$ cat src/rtl/microseq_ctrl.sv
// Microcode sequencer for the 8-bit SAP-style CPU.
// Steps T-states for the current opcode and drives the 16-bit control word
// {HLT,MI,RI,RO,IO,II,AI,AO,SO,SU,BI,OI,CE,CO,J,FI}. Instruction length can
// follow the opcode, or every instruction can be padded to MAX_STEPS for
// legacy timing. Conditional jumps read the flags, HLT latches a sticky halt,
// and every completed instruction bumps a wrapping counter.
`timescale 1ns/1ps
module microseq_ctrl #(
    parameter int unsigned OP_W      = 4,
    parameter int unsigned STEP_W    = 3,
    parameter int unsigned MAX_STEPS = 5,
    parameter bit          FIXED_LEN = 1'b0,
    parameter int unsigned CNT_W     = 8
) (
    input  logic              clk,
    input  logic              rst_n,
    input  logic              enable,
    input  logic [OP_W-1:0]   opcode,
    input  logic [1:0]        flags,
    output logic [15:0]       ctrl_wrd,
    output logic [STEP_W-1:0] step,
    output logic              last_step,
    output logic              halted,
    output logic [CNT_W-1:0]  instr_cnt
);

    // Bad parameter sets are rejected at elaboration rather than silently misbehaving.
    if (MAX_STEPS < 5 || MAX_STEPS > (1 << STEP_W)) begin : g_bad_max_steps
        $error("microseq_ctrl: MAX_STEPS must lie in 5..2**STEP_W");
    end
    if (OP_W < 4) begin : g_bad_op_w
        $error("microseq_ctrl: OP_W must be at least 4");
    end

    typedef enum logic [3:0] {
        OP_NOP = 4'h0,
        OP_LDA = 4'h1,
        OP_ADD = 4'h2,
        OP_SUB = 4'h3,
        OP_STA = 4'h4,
        OP_LDI = 4'h5,
        OP_JMP = 4'h6,
        OP_JC  = 4'h7,
        OP_JZ  = 4'h8,
        OP_OUT = 4'hE,
        OP_HLT = 4'hF
    } op_e;

    // Step indices and lengths; lengths carry one extra bit so 2**STEP_W fits.
    localparam logic [STEP_W-1:0] S0 = STEP_W'(0);
    localparam logic [STEP_W-1:0] S1 = STEP_W'(1);
    localparam logic [STEP_W-1:0] S2 = STEP_W'(2);
    localparam logic [STEP_W-1:0] S3 = STEP_W'(3);
    localparam logic [STEP_W-1:0] S4 = STEP_W'(4);

    localparam logic [STEP_W:0] L1   = (STEP_W+1)'(1);
    localparam logic [STEP_W:0] L2   = (STEP_W+1)'(2);
    localparam logic [STEP_W:0] L3   = (STEP_W+1)'(3);
    localparam logic [STEP_W:0] L4   = (STEP_W+1)'(4);
    localparam logic [STEP_W:0] L5   = (STEP_W+1)'(5);
    localparam logic [STEP_W:0] LMAX = (STEP_W+1)'(MAX_STEPS);

    localparam logic [15:0] CW_FETCH0 = 16'h4004;  // CO|MI
    localparam logic [15:0] CW_FETCH1 = 16'h1408;  // RO|II|CE
    localparam logic [15:0] CW_HALT   = 16'h8000;  // HLT
    localparam logic [15:0] CW_JUMP   = 16'h0802;  // IO|J

    logic [STEP_W-1:0] step_q, step_d;
    logic              halted_q, halted_d;
    logic [CNT_W-1:0]  instr_cnt_q, instr_cnt_d;

    logic              op_hi_nz;
    op_e               op_dec;
    logic [STEP_W:0]   inst_len;
    logic [15:0]       exec_wrd;
    logic [15:0]       ctrl_wrd_c;
    logic              last_step_c;

    // Any set bit above the 4-bit opcode field forces NOP.
    assign op_hi_nz = |(opcode >> 4);

    // Map the raw opcode onto the known instructions; unknown codes run as NOP.
    always_comb begin
        // NOTE: every variable written here gets a default first, so no path can infer a latch.
        op_dec = OP_NOP;
        if (!op_hi_nz) begin
            case (opcode[3:0])
                4'h1:    op_dec = OP_LDA;
                4'h2:    op_dec = OP_ADD;
                4'h3:    op_dec = OP_SUB;
                4'h4:    op_dec = OP_STA;
                4'h5:    op_dec = OP_LDI;
                4'h6:    op_dec = OP_JMP;
                4'h7:    op_dec = OP_JC;
                4'h8:    op_dec = OP_JZ;
                4'hE:    op_dec = OP_OUT;
                4'hF:    op_dec = OP_HLT;
                default: op_dec = OP_NOP;
            endcase
        end
    end

    // Execute-phase microcode and instruction length; steps past the length stay 0x0000.
    always_comb begin
        inst_len = L2;
        exec_wrd = 16'h0000;
        case (op_dec)
            OP_LDA: begin
                inst_len = L4;
                if (step_q == S2)      exec_wrd = 16'h4800;
                else if (step_q == S3) exec_wrd = 16'h1200;
            end
            OP_ADD: begin
                inst_len = L5;
                if (step_q == S2)      exec_wrd = 16'h4800;
                else if (step_q == S3) exec_wrd = 16'h1020;
                else if (step_q == S4) exec_wrd = 16'h0281;
            end
            OP_SUB: begin
                inst_len = L5;
                if (step_q == S2)      exec_wrd = 16'h4800;
                else if (step_q == S3) exec_wrd = 16'h1020;
                else if (step_q == S4) exec_wrd = 16'h02C1;
            end
            OP_STA: begin
                inst_len = L4;
                if (step_q == S2)      exec_wrd = 16'h4800;
                else if (step_q == S3) exec_wrd = 16'h2100;
            end
            OP_LDI: begin
                inst_len = L3;
                if (step_q == S2) exec_wrd = 16'h0A00;
            end
            OP_JMP: begin
                inst_len = L3;
                if (step_q == S2) exec_wrd = CW_JUMP;
            end
            OP_JC: begin
                inst_len = L3;
                if (step_q == S2 && flags[0]) exec_wrd = CW_JUMP;
            end
            OP_JZ: begin
                inst_len = L3;
                if (step_q == S2 && flags[1]) exec_wrd = CW_JUMP;
            end
            OP_OUT: begin
                inst_len = L3;
                if (step_q == S2) exec_wrd = 16'h0110;
            end
            OP_HLT: begin
                inst_len = L3;
                if (step_q == S2) exec_wrd = CW_HALT;
            end
            default: ;
        endcase
        if (FIXED_LEN) inst_len = LMAX;
    end

    // Final control word: halt overrides everything, fetch words are opcode-independent.
    always_comb begin
        ctrl_wrd_c = exec_wrd;
        if (halted_q)            ctrl_wrd_c = CW_HALT;
        else if (step_q == S0)   ctrl_wrd_c = CW_FETCH0;
        else if (step_q == S1)   ctrl_wrd_c = CW_FETCH1;
    end

    assign last_step_c = ({1'b0, step_q} == (inst_len - L1)) && !halted_q;

    // Next state: advance or wrap on enabled edges, latch halt at HLT step 2.
    always_comb begin
        step_d      = step_q;
        halted_d    = halted_q;
        instr_cnt_d = instr_cnt_q;
        if (enable && !halted_q) begin
            if (op_dec == OP_HLT && step_q == S2) begin
                halted_d = 1'b1;
            end else if (last_step_c) begin
                step_d      = S0;
                instr_cnt_d = instr_cnt_q + CNT_W'(1);
            end else begin
                step_d = step_q + S1;
            end
        end
    end

    // State registers with synchronous active-low reset.
    always_ff @(posedge clk) begin
        // NOTE: sequential state uses non-blocking assignments so every flop samples pre-edge values.
        if (!rst_n) begin
            step_q      <= S0;
            halted_q    <= 1'b0;
            instr_cnt_q <= '0;
        end else begin
            step_q      <= step_d;
            halted_q    <= halted_d;
            instr_cnt_q <= instr_cnt_d;
        end
    end

    assign ctrl_wrd  = ctrl_wrd_c;
    assign step      = step_q;
    assign last_step = last_step_c;
    assign halted    = halted_q;
    assign instr_cnt = instr_cnt_q;

endmodule

$ cat config.mk
export PLATFORM = sky130hd
export DESIGN_NAME = microseq_ctrl
export DESIGN_NICKNAME = d
export VERILOG_FILES = /design/src/rtl/microseq_ctrl.sv
export SDC_FILE = /design/constraint.sdc
export NUM_CORES = 1
export LEC_CHECK = 0
export ABC_CLOCK_PERIOD_IN_PS = 3220
export CAP_MARGIN = 20
export CORE_MARGIN = 1
export CORE_UTILIZATION = 44
export CTS_CLUSTER_SIZE = 10
export DETAILED_ROUTE_END_ITERATION = 16
export GPL_ROUTABILITY_DRIVEN = 0
export PLACE_DENSITY = 0.79
export SYNTH_ARGS = -nofsm -noshare
export SYNTH_HDL_FRONTEND = slang
export SYNTH_SLANG_ARGS = --single-unit
$ cat constraint.sdc
create_clock -name clk -period 3.22 [get_ports clk]
set_clock_uncertainty 0.2 [all_clocks]
set_input_delay 0.483 -clock clk [delete_from_list [all_inputs] [get_ports clk]]
set_output_delay 0.483 -clock clk [all_outputs]
set_load 0.01 [all_outputs]
==> flow_metrics.env <==
export IMPL_htreeDepth=1
export IMPL_placed_area_mm2=0.00150
export IMPL_initial_cell_density_of_the_core_pct=47.3
export IMPL_drt_total_wl_um=2980
export IMPL_drive_above_1_share_pct=16.9
export IMPL_tritoncts="yes"
export IMPL_netlist_area_mm2=0.00107
export IMPL_worst_pin_slew_ns=0.470
export IMPL_yosysWarnings=0
export IMPL_hold_worst_slack_ns=0.273
export IMPL_via_count=1181
export IMPL_netlist_area_leader_share_pct=22.5
export IMPL_core_rowCount=17
export IMPL_cellPowerDensity_mw_per_mm2=301
export IMPL_timing_critical_path_to_type="output port"
export IMPL_synth_seq_area_share_pct=22.5
export IMPL_holdPathStages=2
export IMPL_grt_total_usage_pct=25.0
export IMPL_clockRootBuffer="sky130_fd_sc_hd__clkbuf_4"
export IMPL_worst_case_vdd_ir_drop_mv=0.291
export IMPL_largest_cells_by_area_after_synthesis="sky130_fd_sc_hd__dfxtp_1, sky130_fd_sc_hd__ha_1, sky130_fd_sc_hd__mux2i_1, sky130_fd_sc_hd__nand2_1, sky130_fd_sc_hd__a21oi_1"
export IMPL_clock_sinks=12
export IMPL_total_leakage_power_nw=0.682
export IMPL_path_clk_slew_ns=0.08
export IMPL_ys_flop_type="sky130_fd_sc_hd__dfxtp_1"
export IMPL_worst_path_max_fanout=6
export IMPL_number_of_antenna_violations_at_the_first_check_in_global_routing=0
export IMPL_die_height_um=51.2
export IMPL_clock_latency_on_the_worst_skew_pair_ns=0.28
export IMPL_report_final_slew_viol_count=0
export IMPL_layout_cells_most_common="sky130_fd_sc_hd__clkdlybuf4s50_1"
export IMPL_synth_async_sr_flop_share_pct=0
export IMPL_drt_wirelength_per_cell_um=14.1
export IMPL_final_min_clock_period_ns=3.13
export IMPL_timing_final_hold_violations=0
export IMPL_arrival_ns=2.45
export IMPL_design_final_nets=200
export IMPL_routed_via_density=5.60
export IMPL_wire_length_of_the_first_global_routing_pass_um=4850
export IMPL_flow_area_growth_from_synthesis_pct=50.7
export IMPL_first_pass_iters=4
export IMPL_floorplan_die_width_um=51.2
export IMPL_antenna_cells=0
export IMPL_synth_cells=139
export IMPL_dp_hpwl_um=2130
export IMPL_r2r_worst_path_cells=7
export IMPL_final_setup_viol_count=0
export IMPL_route_antenna_remaining_nets=0
export IMPL_boundaryPins=38
export IMPL_mean_post_synth_cell_area_um2=7.67
export IMPL_cp_required_ns=2.54
export IMPL_max_slew_margin_rel_pct=68.6
export IMPL_number_of_maximum_capacitance_constraint_violations=0
export IMPL_post_route_cell_area_mm2=0.00161
export IMPL_maximum_number_of_pins_on_one_net_before_global_route_repair=16
export IMPL_synthDominantAreaCellType="sky130_fd_sc_hd__dfxtp_1"
export IMPL_detail_route_drc_violations=0
export IMPL_cts_path_max_buffers=2
export IMPL_synth_edf_count=0
export IMPL_yosys_register_bits=12
export IMPL_max_clk_rate_mhz=319
export IMPL_postSynthNetCount=155
export IMPL_layout_common_cells="sky130_fd_sc_hd__clkdlybuf4s50_1, sky130_fd_sc_hd__nand2_1, sky130_fd_sc_hd__buf_4"
export IMPL_critPathKind="flip-flop to output port"
export IMPL_portBuffers=37
export IMPL_result_of_the_run="finished clean"
export IMPL_period_share_pct=97.2
export IMPL_tritoncts_num_buffers=3
export IMPL_min_path_type="flip-flop to flip-flop"
export IMPL_postCtsHoldBufs=0
export IMPL_core_region_area_mm2=0.00225
export IMPL_dr_first_iter_drc_count=35
export IMPL_critPathLaunchType="flip-flop"
export IMPL_grt_overflow=0
export IMPL_fp_dieArea_mm2=0.00262
export IMPL_grt_pass1_vias=1079
export IMPL_synth_distinct_cells=42
[flip-flops by register name, indices dropped and copies added, names as in the netlist]
name and flops:
halted 1, instr_cnt 8, step 3
[timing repair]
item,in CTS,in global routing
resized for setup,15,8
pin swaps,2,1
buffers inserted,0,3
endpoints found under the setup margin,7,7
[layout make-up]
class / count / area (µm²)
Fill cell: 189 / 648
Tap cell: 28 / 35.0
Multi-Input combinational cell: 107 / 779
Clock buffer: 4 / 36.3
Sequential cell: 12 / 240
Inverter: 8 / 30.0
Timing Repair Buffer: 52 / 485
[layer usage]
| metal | global-route usage [%] | share of wire [%] | vias up |
|---|---|---|---|
| li1 | - | - | 592 |
| met1 | 30.0 | 44 | 534 |
| met2 | 41.7 | 49 | 46 |
| met3 | 5.36 | 5.0 | 9 |
| met4 | 12.6 | 2.2 | 0 |
| met5 | 0 | 0 | - |
[worst paths after layout]
| check | start | endpoint | slack [ns] |
|---|---|---|---|
| hold / removal | instr_cnt[7] | instr_cnt[7] | 0.27 |
| setup reg to reg | step[1] | instr_cnt[7] | 0.71 |
| setup / recovery | step[0] | ctrl_wrd[7] | 0.09 |
| hold reg to reg | instr_cnt[7] | instr_cnt[7] | 0.27 |
[Yosys cell counts (2+ instances only)]
master / number
sky130_fd_sc_hd__buf_2: 3
sky130_fd_sc_hd__o31ai_1: 5
sky130_fd_sc_hd__nor3b_1: 2
sky130_fd_sc_hd__inv_1: 8
sky130_fd_sc_hd__clkbuf_1: 6
sky130_fd_sc_hd__xnor2_1: 3
sky130_fd_sc_hd__mux2i_1: 7
sky130_fd_sc_hd__nor3_1: 8
sky130_fd_sc_hd__ha_1: 7
sky130_fd_sc_hd__or4_1: 4
sky130_fd_sc_hd__buf_4: 2
sky130_fd_sc_hd__nor2_1: 9
sky130_fd_sc_hd__nand2b_1: 5
sky130_fd_sc_hd__nor4_1: 4
sky130_fd_sc_hd__nand2_1: 15
sky130_fd_sc_hd__o32ai_1: 2
sky130_fd_sc_hd__dfxtp_1: 12
sky130_fd_sc_hd__and3_1: 2
sky130_fd_sc_hd__a21oi_1: 8
sky130_fd_sc_hd__nand4_1: 3
sky130_fd_sc_hd__nand3_1: 3
[worst max-delay path, stage by stage (launching register included)]
cell	delay, ns
sky130_fd_sc_hd__dfxtp_1	0.32
sky130_fd_sc_hd__buf_4	0.15
sky130_fd_sc_hd__ha_1	0.20
sky130_fd_sc_hd__or2_0	0.27
sky130_fd_sc_hd__and2_1	0.22
sky130_fd_sc_hd__nor3_2	0.19
sky130_fd_sc_hd__o21ai_2	0.14
sky130_fd_sc_hd__nor2_1	0.15
sky130_fd_sc_hd__clkdlybuf4s50_1	0.55
[logic make-up after synthesis]
logic type               after synthesis  synth area share, %
AND/OR/NAND/NOR                       64                 33.3
AO/OA/AOI/OAI                         26                 18.1
buffers and inverters                 20                 8.80
flip-flops                            12                 22.5
multiplexers                           7                 6.57
adder cells (fa/ha/maj)                7                 8.22
XOR/XNOR                               3                 2.47
[where the power goes]
| part | leakage [nW] | total (mW) | switching, mW | internal [mW] |
|---|---|---|---|---|
| logic | 0.564 | 0.202 | 0.104 | 0.0981 |
| registers | 0.0971 | 0.157 | 0.00406 | 0.153 |
| clock network | 0.0210 | 0.124 | 0.0550 | 0.0688 |
[per-stage QoR]
stage / worst slack, ns / TNS (ns) / utilization [%] / cells / power [mW]
3_5_place_dp: -0.495 / -1.18 / 66.4 / 204 / 0.345
5_1_grt: -0.00349 / -0.00349 / 71.3 / 211 / 0.511
3_3_place_gp: -0.473 / -0.868 / 66.4 / 204 / 0.340
4_1_cts: 0.00539 / 0 / 69.0 / 208 / 0.474
6_report: 0.0890 / 0 / 71.3 / 211 / 0.484
2_1_floorplan: 0.320 / 0 / - / 139 / 0.269
No activity file was read; power rests on OpenSTA's default activity.
